## src/rtl/pipe_reg_chain_pkg.sv

```systemverilog
// Shared definitions for the elastic pipeline register chain.
// Each stage's per-cycle action is decoded once here so every stage instance uses the same priority.
package pipe_reg_chain_pkg;

    typedef enum logic [1:0] {
        STG_HOLD,
        STG_BUBBLE,
        STG_LOAD,
        STG_CLEAR
    } stage_op_e;

    // Squash wins over everything. A stage that advances takes a bubble without touching its data.
    function automatic stage_op_e stage_op(input logic clr, input logic load, input logic up_valid);
        if (clr)
            return STG_CLEAR;
        if (!load)
            return STG_HOLD;
        return up_valid ? STG_LOAD : STG_BUBBLE;
    endfunction

endpackage

```

## src/rtl/pipe_reg_chain_stage.sv

```systemverilog
// One {valid, data} register with load enable, asynchronous active-low reset and synchronous clear.
module pipe_stage
    import pipe_reg_chain_pkg::*;
#(
    parameter int unsigned WIDTH = 32
) (
    input  logic             clk,
    input  logic             reset,
    input  logic             clr,
    input  logic             load,
    input  logic             up_valid,
    input  logic [WIDTH-1:0] up_data,
    output logic             valid,
    output logic [WIDTH-1:0] data
);

    stage_op_e op;

    always_comb op = stage_op(clr, load, up_valid);

    always_ff @(posedge clk or negedge reset) begin
        if (!reset) begin
            valid <= 1'b0;
            data  <= '0;
        end else begin
            case (op)
                STG_CLEAR:  valid <= 1'b0;
                STG_BUBBLE: valid <= 1'b0;
                STG_LOAD: begin
                    valid <= 1'b1;
                    data  <= up_data;
                end
                default: ;
            endcase
        end
    end

endmodule

```

## src/rtl/pipe_reg_chain.sv

```systemverilog
// Elastic pipeline register: DEPTH valid/ready stages with bubble collapse, flush and occupancy count.
module pipe_reg_chain
    import pipe_reg_chain_pkg::*;
#(
    parameter int unsigned  WIDTH = 32,
    parameter int unsigned  DEPTH = 2,
    localparam int unsigned CNT_W = $clog2(DEPTH + 1)
) (
    input  logic             clk,
    input  logic             reset,
    input  logic             flush,
    input  logic             in_valid,
    output logic             in_ready,
    input  logic [WIDTH-1:0] in_data,
    output logic             out_valid,
    input  logic             out_ready,
    output logic [WIDTH-1:0] out_data,
    output logic [CNT_W-1:0] count
);

    if (DEPTH < 1) begin : g_depth_chk
        $error("pipe_reg_chain: DEPTH must be at least 1");
    end

    logic [DEPTH-1:0] v;
    logic [DEPTH-1:0] adv;
    logic [WIDTH-1:0] d [DEPTH];

    // Ready ripples tail to head: a stage may advance if any stage downstream is empty or the sink pops.
    always_comb begin
        logic chain;
        adv   = '0;
        chain = out_ready;
        for (int unsigned k = 0; k < DEPTH; k++) begin
            chain             = chain | ~v[DEPTH-1-k];
            adv[DEPTH-1-k]    = chain;
        end
    end

    for (genvar i = 0; i < DEPTH; i++) begin : g_stage
        logic             up_v;
        logic [WIDTH-1:0] up_d;

        if (i == 0) begin : g_head
            assign up_v = in_valid;
            assign up_d = in_data;
        end else begin : g_link
            assign up_v = v[i-1];
            assign up_d = d[i-1];
        end

        pipe_stage #(
            .WIDTH(WIDTH)
        ) u_stage (
            .clk      (clk),
            .reset    (reset),
            .clr      (flush),
            .load     (adv[i]),
            .up_valid (up_v),
            .up_data  (up_d),
            .valid    (v[i]),
            .data     (d[i])
        );
    end

    always_comb begin
        count = '0;
        for (int unsigned k = 0; k < DEPTH; k++)
            count = count + CNT_W'(v[k]);
    end

    assign in_ready  = adv[0] & ~flush;
    assign out_valid = v[DEPTH-1];
    assign out_data  = d[DEPTH-1];

endmodule

```

## config.mk

```make
export PLATFORM = sky130hd
export DESIGN_NAME = pipe_reg_chain
export DESIGN_NICKNAME = d
export VERILOG_FILES = /design/src/rtl/pipe_reg_chain_pkg.sv /design/src/rtl/pipe_reg_chain_stage.sv /design/src/rtl/pipe_reg_chain.sv
export SDC_FILE = /design/constraint.sdc
export NUM_CORES = 1
export LEC_CHECK = 0
export ABC_AREA = 0
export CAP_MARGIN = 20
export CELL_PAD_IN_SITES_DETAIL_PLACEMENT = 2
export CELL_PAD_IN_SITES_GLOBAL_PLACEMENT = 2
export CORE_AREA = 2 2 94 96
export DETAILED_ROUTE_END_ITERATION = 12
export DIE_AREA = 0 0 96 98
export PLACE_DENSITY_LB_ADDON = 0.1
export SETUP_SLACK_MARGIN = 0.2
export SLEW_MARGIN = 20
export SYNTH_ARGS = -nofsm -noshare
export SYNTH_HDL_FRONTEND = slang
export SYNTH_HIERARCHICAL = 1
export SYNTH_SLANG_ARGS = --single-unit
```

## constraint.sdc

```tcl
create_clock -name clk -period 1.8 [get_ports clk]
set_input_delay 0.18 -clock clk [delete_from_list [all_inputs] [get_ports clk]]
set_output_delay 0.18 -clock clk [all_outputs]
set_load 0.02 [all_outputs]
```

[Word-level counts from Yosys, hierarchy flattened]
Index checks and enable logic that the tools add are counted.
Storage, ports and cells
  register bits: 66
  latch bits: 0
  bits in writable memories: 0
  memory bits (read-only): 0
  input bits: 37
  memories kept: 0
Operators by class
  $add $sub $neg: 1
  $mul: 0
  div/mod/pow operators: 0
  order comparisons: 0
  equal/unequal tests: 6
  shift-type cells: 0
  muxes and demuxes: 16
  bitwise gates (word level): 6
  reduce and logical (&&, ||, !) cells: 4
Operators with widths (number)
  $mux 2: 9
  $eq 2x2->1 const B: 4
  $mux 1: 5
  $eq 2x1->1 const B: 2
  $pmux 1 s2: 2
  $reduce_bool 2->1: 2
  $reduce_or 2->1: 2
  $not 1->1: 3
  $add 1x1->2: 1
  $or 1x1->1: 2
  $and 1x1->1: 1

[Longest topological paths before layout]
Gate-level depths: netlist of run 1.
  depth after elaboration: 10
  depth in mapped cells: 4
  gate-level depth less buffers: 3

[By module]
Netlist of run 1, hierarchy kept.
Modules (own cells, without submodules)
  pipe_stage: times used 2, cells an instance 71, area each 1366.3 um^2, sequential area each 825.8 um^2
  pipe_reg_chain: times used 1, cells an instance 4, area each 52.6 um^2, sequential area each 0.0 um^2

[Worst setup path after synthesis of run 1]
OpenSTA, ideal clock, no wires.
  kind: reg-to-reg
  start point: register g_stage[1].u_stage.valid
  end point: register g_stage[1].u_stage.data[0]
  data arrival time: 1.294 ns
  required time: 1.675 ns
  setup slack: 0.381 ns
  cell stages (with the launch flop): 5
  path buffers: 1
  path through: dfrtp_1 -> nand2b_1 -> nand3b_4 -> buf_6 -> mux2_4
On the way
  word-level cells in the longest chain between the ends: 7
  elaborated cells between the ends (all ways): 8
Ends and longest elaborated chain
  from (decl): RTL line pipe_reg_chain_stage.sv:13  | output logic valid,
  from (signal assigned): RTL line pipe_reg_chain_stage.sv:23  | valid <= 1'b0;
  from (signal assigned): RTL line pipe_reg_chain_stage.sv:27  | STG_CLEAR: valid <= 1'b0;
  from (signal assigned): RTL line pipe_reg_chain_stage.sv:28  | STG_BUBBLE: valid <= 1'b0;
  $not 1->1 *: RTL line pipe_reg_chain.sv:35  | chain = chain | ~v[DEPTH-1-k];
  $or 1x1->1 *: RTL line pipe_reg_chain.sv:35
  via adv[1]: RTL line pipe_reg_chain.sv:26  | logic [DEPTH-1:0] adv;
  $mux 1 (2 in series): RTL line pipe_reg_chain_pkg.sv:16  | if (!load)
  $mux 2 *: RTL line pipe_reg_chain_pkg.sv:18  | return up_valid ? STG_LOAD : STG_BUBBLE;
  $mux 2 *: RTL line pipe_reg_chain_pkg.sv:16
  $eq 2x2->1 *: RTL line pipe_reg_chain_stage.sv:26  | case (op)
  to (signal assigned): RTL line pipe_reg_chain_stage.sv:31  | data <= up_data;
  to (decl): RTL line pipe_reg_chain_stage.sv:14  | output logic [WIDTH-1:0] data
Mark *: on every way through the listed nets, which the timed path passes. The rest lies on a longest branch. The select of a mux whose other input is x is not followed.
A chain may end at the register's enable or synchronous reset.

[Worst setup path after layout of run 1]
  start point: register g_stage[1].u_stage.data[19]
  end point: output out_data[19]
RTL lines
  to (decl): RTL line pipe_reg_chain.sv:17  | output logic [WIDTH-1:0] out_data,
No word-level cell between the ends.

==> flow_summary_export.csv, run 1 <==
group,metric,value,unit
run_status,outcome,"finished, final reports clean",
die,die-area,9410,sq um
global_route,grt_pass1_vias,1824,
yosys,synth_top_family_by_area,"multiplexers",
timing,slew_violations,0,
worst_setup_path,startpoint,"g_stage[1].u_stage/data[19]",
place,io_buffers,72,
worst_setup_path,cp_cell_sequence,"clkdlybuf4s50_1",
yosys,synth_cell_types,10,
yosys,yosysTopAreaCell,"dfrtp_1",
timing,finalHoldViolations,0,
power,p_int,3.36,mW
yosys,yosys.area_share.simple,3.14,%
yosys,synth_compound_area_share,0,%
run,maxCapViolations,0,
power,p_comb_share,31.1,%
clocking,numCtsBuffers,9,
timing,clock-skew-final,8.66,ps
worst_setup_path,crit_fanout,2,
timing,tns,0,ps
global_route,grt_pass1_wl,10.1,mm
yosys,syn_avg_cell_area,19.1,sq um
worst_setup_path,cp_num_buf_inv,1,
worst_hold_path,hp-class,"in2async",
global_route,overflow,0,
worst_setup_path,crit_path_top_delay_cell,"clkdlybuf4s50_1",
worst_setup_path,crit_cells,1,
die,ios,73,
clocking,clock_latency,320,ps
global_route,grt_start_max_net_pins,67,
drt,drtAntennaViolNets,0,
place,hpwlAfterDp,4.17,mm
yosys,synth.area.top_cells,"dfrtp_1 59%, mux2_4 32%, buf_6 2.4%, nand3b_4 2.2%, mux2_2 1.6%",
clocking,clockBufferDepth,2,
yosys,synthAdderAreaFrac,0.449,%
worst_setup_path,cp_top_family,"buffers and inverters",
worst_setup_path,crit_end,"out_data[19]",
worst_setup_path,end_kind,"output port",
die,coreArea,8470,sq um
worst_setup_path,reg2reg_from,"g_stage[1].u_stage/valid",
drt,wirelength,6.04,mm
power,ir_drop,434,uV
drt,drt_iter0_drc,18,
power,clkPwrFrac,25.5,%
clocking,cts_tree,"built",
drt,drc,0,
layout,area_delta_synth_final,38.5,%
timing,fmax,0.667,GHz
drt,avgRoutedWirePerCell,17.7,um
clocking,cts.sinks,66,
yosys,synth_fp_nets,184,
worst_setup_path,cp.arrival,1320,ps
yosys,synth_warnings,6,
global_route,track_usage,14.3,%
place,pre_cts_ws,28.9,ps
power,p_switching,1.28,mW
die,dieWidth,96,um
yosys,syn-instance-count,146,
place,gp_congestion,0.728,
power,seq_power_share,43.4,%
yosys,synthDominantCellAreaShare,59.3,%
timing,setup_viol,0,
die,start_util,32.9,%
die,rows,34,
timing,fin_crit_sh,83.2,%
yosys,seq_area_frac_synth,59.3,%
worst_setup_path,cp_data_required_time,1620,ps
layout,diodes,0,
worst_setup_path,reg2reg_slack,400,ps
worst_setup_path,reg2reg_depth,4,
worst_setup_path,critPathKind,"reg2out",
power,leakagePower,1.89,nW
layout,fillCellCount,805,
yosys,syn-cell-area,2790,sq um
global_route,grt_antenna_before_repair,0,
place,dp.cells,325,
drt,vias,1515,
worst_setup_path,reg2reg_to,"g_stage[1].u_stage/data[16]",
worst_setup_path,slowest_delay,640,ps
yosys,synth_mux_area_share,34.7,%
timing,setup_slack,302,ps
timing,rsz0062_at_grt,"false",
layout,layout.cells.non_filler,341,
timing,max_slew_margin,75.9,%
drt,viasPerCell,4.44,
die,dieHeight,98,um
power,power_density,1210,nW/um^2
clocking,path_clk_slew,70,ps
timing,hold-worst-slack,398,ps
yosys,synth_xor_area_share,0,%
timing,tightest_slew,362,ps
clocking,cts-root-buf,"clkbuf_8",
timing,fin_crit,1500,ps
clocking,cts-htree-levels,3,
power,p_sw_share,27.6,%
layout,final_nets,267,
drt,drtPass1Iterations,3,
layout,fin_util,45.6,%
worst_setup_path,worstSetupStartpointType,"flop",
yosys,synth_seq_cells,66,
layout,drive_above_1_share,39.1,%
how the worst min path moves through the flow:
stage / end / slack (ps)
finish: g_stage[0].u_stage/data[15] / 400
global route: g_stage[1].u_stage/data[13] / 440
CTS: g_stage[1].u_stage/data[15] / 390
detailed placement: g_stage[1].u_stage/data[15] / 230
global placement: g_stage[1].u_stage/data[15] / 210
floorplan: g_stage[0].u_stage/data[0] / -120
power by group through the flow:
stage | sequential (mW) | clock [mW] | combinational [mW]
2_1_floorplan | 2.26 | 0 | 0.536
4_1_cts | 2.02 | 1.25 | 1.47
6_report | 2.02 | 1.19 | 1.45
3_5_place_dp | 2.04 | 0 | 1.46
5_1_grt | 2.06 | 1.32 | 1.54
3_3_place_gp | 2.01 | 0 | 1.43
cell usage in the layout, fill, tap and decap left out, types with 2 or more instances in the layout:
| cell type | Yosys | final |
|---|---|---|
| buf_12 | 0 | 5 |
| clkbuf_1 | 0 | 2 |
| clkbuf_2 | 0 | 2 |
| clkbuf_8 | 0 | 10 |
| clkdlybuf4s50_1 | 0 | 67 |
| clkinv_2 | 0 | 2 |
| dfrtp_1 | 66 | 64 |
| dfrtp_2 | 0 | 2 |
| mux2_2 | 4 | 4 |
| mux2_4 | 60 | 60 |
| mux2i_1 | 2 | 2 |
| nand3b_4 | 3 | 3 |
| nor2_1 | 2 | 2 |
Yosys cell counts:
cell type / instances
buf_6: 6
dfrtp_1: 66
ha_1: 1
mux2_2: 4
mux2_4: 60
mux2i_1: 2
nand2b_1: 1
nand3b_4: 3
nor2_1: 2
nor2b_4: 1
through the flow:
| stage | total power [mW] | area, sq um |
|---|---|---|
| final | 4.65 | 3860 |
| after global routing | 4.92 | 3860 |
| after CTS | 4.74 | 3860 |
| after detailed placement | 3.50 | 3670 |
| after global placement | 3.44 | 3670 |
| after floorplan | 2.80 | 2790 |
flip-flops by register name, indices dropped and copies added (netlist names):
name,flops
g_stage.u_stage/valid,2
g_stage.u_stage/data,64
timing repair:
| item | in CTS | in global routing |
|---|---|---|
| endpoints found under the hold margin | 66 | 0 |
| setup buffers | 0 | 0 |
| setup endpoints to repair | 4 | 3 |
| resized for setup | 5 | 5 |
| hold buffers | 1 | 0 |
layout make-up:
class,instances,area [sq um],share of cell area [%]
Clock buffer,12,145,3.76
Sequential cell,66,1650,42.9
Timing Repair Buffer,78,817,21.2
Multi-Input combinational cell,74,1070,27.6
Clock inverter,3,40.0,1.04
Tap cell,108,135,3.50
kinds of logic (layout without fill, tap and decap cells):
logic type    after synthesis  after routing
buf+inv                     6             93
flops                      66             66
mux                        66             66
fa+ha+maj                   1              1
simple gates                7              7
routing by layer:
metal	global-route usage [%]	vias up	wire (um)
li1	-	673	-
met3	4.09	9	343
met2	23.8	44	3150
met5	0	-	0
met4	4.95	0	63
met1	17.5	789	2480
(Power assumes the default switching activity.)
==> inputs of run 2 (changes only) <==
--- a/config.mk
+++ b/config.mk
@@ -9,9 +9,9 @@
 export CAP_MARGIN = 20
 export CELL_PAD_IN_SITES_DETAIL_PLACEMENT = 2
 export CELL_PAD_IN_SITES_GLOBAL_PLACEMENT = 2
-export CORE_AREA = 2 2 94 96
+export CORE_AREA = 2 2 98 100
 export DETAILED_ROUTE_END_ITERATION = 12
-export DIE_AREA = 0 0 96 98
+export DIE_AREA = 0 0 100 102
 export PLACE_DENSITY_LB_ADDON = 0.1
 export SETUP_SLACK_MARGIN = 0.2
 export SLEW_MARGIN = 20
==> constraint.sdc (replaced) <==
create_clock -name clk -period 1.2 [get_ports clk]
set_input_delay 0.12 -clock clk [delete_from_list [all_inputs] [get_ports clk]]
set_output_delay 0.12 -clock clk [all_outputs]
set_load 0.02 [all_outputs]
==> run 2 against run 1 <==
- wire length rose by 12%
- the run now ends with negative setup slack left
- highest routed layer unchanged
- critical path depth rose by 3
- count of clock-buffer cells in the layout fell by 2
==> flow_summary_export.csv, run 2 (synthesis gave the netlist of run 1 again) <==
group,metric,value,unit
timing,setup_slack,-224,ps
timing,fmax,0.702,GHz
timing,clock-skew-final,8.13,ps
timing,setup_viol,69,
timing,tns,-13250,ps
layout,largest_reg_flops,64,
clocking,cts-root-buf,"clkbuf_8",
place,gp_congestion,0.776,
clocking,cts_tree,"built",
layout,top_regs,"g_stage.u_stage/data: 64 flops, g_stage.u_stage/valid: 2 flops",
worst_setup_path,crit_fanout,15,
die,dieWidth,100,um
power,leakagePower,2.15,nW
worst_setup_path,crit_path_top_delay_cell,"dfrtp_2",
timing,finalHoldViolations,0,
place,io_buffers,72,
run_status,failed_checks,"negative setup slack",
global_route,grt_pass1_vias,1966,
place,pre_cts_ws,-450,ps
die,dieHeight,102,um
clocking,cts.sinks,66,
drt,met2_length,3.58,mm
drt,drc,0,
drt,maxUsedRoutingLayer,"met4",
power,ir_drop,725,uV
global_route,grt_start_max_net_pins,67,
layout,final_cell_mix,"64 x dfrtp_1, 61 x mux2_4, 39 x buf_6, 35 x buf_4, 35 x clkdlybuf4s50_1",
clocking,path_clk_slew,70,ps
layout,drive_above_1_share,61.3,%
drt,avgRoutedWirePerCell,17.7,um
timing,max_slew_margin,75.9,%
layout,largest_register,"g_stage.u_stage/data",
timing,rsz0062_at_grt,"true",
timing,fin_crit,1420,ps
worst_setup_path,cp_data_required_time,1420,ps
layout,layout_commonest_cell,"dfrtp_1",
clocking,numCtsBuffers,9,
worst_hold_path,hp-class,"in2async",
die,rows,35,
clocking,cts-htree-levels,3,
worst_setup_path,slowest_delay,460,ps
run_status,outcome,"complete, but fails checks",
global_route,track_usage,14.1,%
drt,drtAntennaViolNets,0,
drt,wirelength,6.76,mm
timing,hold-worst-slack,339,ps
die,coreArea,9110,sq um
worst_setup_path,cp_cell_sequence,"nand3b_4, nand3b_4, buf_12, mux2_4",
place,hpwlAfterDp,4.38,mm
drt,vias,1682,
layout,final_nets,306,
worst_setup_path,crit_top_cell,"nand3b_4",
clocking,clock_latency,330,ps
drt,drt_iter0_drc,21,
worst_setup_path,end_kind,"flop",
worst_setup_path,worstSetupStartpointType,"flop",
worst_setup_path,cp.arrival,1640,ps
drt,dr_wl_met3,259,um
drt,wl_met1,2.86,mm
drt,viasPerCell,4.40,
layout,diodes,0,
power,finalPower,7.41,mW
die,start_util,30.6,%
layout,area_delta_synth_final,52.2,%
power,power_density,1750,nW/um^2
run,maxCapViolations,0,
timing,fin_crit_sh,119,%
die,die-area,10200,sq um
global_route,grt_antenna_before_repair,0,
clocking,clockBufferDepth,2,
worst_setup_path,critPathKind,"reg2reg",
timing,slew_violations,0,
global_route,grt_pass1_wl,10.8,mm
global_route,overflow,0,
die,ios,73,
drt,drtPass1Iterations,3,
timing,tightest_slew,362,ps
## run 2: cell types whose count changed in the layout (fill, tap and decap cells not counted), sizes merged
| cell | change |
|---|---|
| clkinv | +1 |
| dlymetal6s2s | -1 |
| buf | +75 |
| dlygate4sd2 | -1 |
| clkbuf | -4 |
| clkdlybuf4s50 | -32 |
## run 2: final timing paths
path	startpoint	end	slack, ps	depth (start not counted)
setup / recovery	g_stage[1].u_stage/valid	g_stage[0].u_stage/data[3]	-220	4
max in group asynchronous	reset	g_stage[1].u_stage/valid	560	3
min in group clk	in_data[2]	g_stage[0].u_stage/data[2]	400	2
setup reg to reg	g_stage[1].u_stage/valid	g_stage[0].u_stage/data[3]	-220	4
hold reg to reg	g_stage[0].u_stage/data[11]	g_stage[1].u_stage/data[11]	510	1
hold / removal	reset	g_stage[1].u_stage/data[2]	340	3
## run 2: layout make-up
| class | count | area, sq um |
|---|---|---|
| tap | 111 | 139 |
| clock inverter | 4 | 45.0 |
| timing repair buffer | 117 | 1190 |
| sequential | 66 | 1650 |
| clock buffer | 10 | 128 |
| fill | 871 | 4870 |
| multi-input combinational | 74 | 1080 |
## run 2: per-stage QoR
step                util [%]  std cells  area [sq um]
finish                  46.6        382          4240
global placement        41.1        336          3740
CTS                     45.3        372          4130
floorplan                  -        146          2790
detailed placement      41.1        336          3740
global route            46.6        382          4240
## run 2: worst max-delay path: cells and delay by family, from the launching register on
kind	cells	cell delay, ps
buf+inv	1	240
flops	1	460
mux	1	310
simple gates	2	300
## run 2: routing by layer
| layer | global-route usage (%) | vias up |
|---|---|---|
| li1 | - | 751 |
| met1 | 17.4 | 878 |
| met2 | 24.2 | 46 |
| met3 | 3.42 | 7 |
| met4 | 5.06 | 0 |
| met5 | 0 | - |
## run 2: timing repair
action | in CTS | in global routing
setup endpoints to repair | 102 | 102
endpoints found under the hold margin | 66 | 0
resized for setup | 212 | 11
buffers inserted | 20 | 10
hold buffers | 1 | 0
gates cloned | 1 | 0
## run 2: power breakdown
group          switching (mW)  internal [mW]  leakage [nW]
combinational           0.927           1.68          1.28
clock                   0.789          0.927        0.0918
sequential              0.363           2.72         0.781
total                    2.08           5.33          2.15
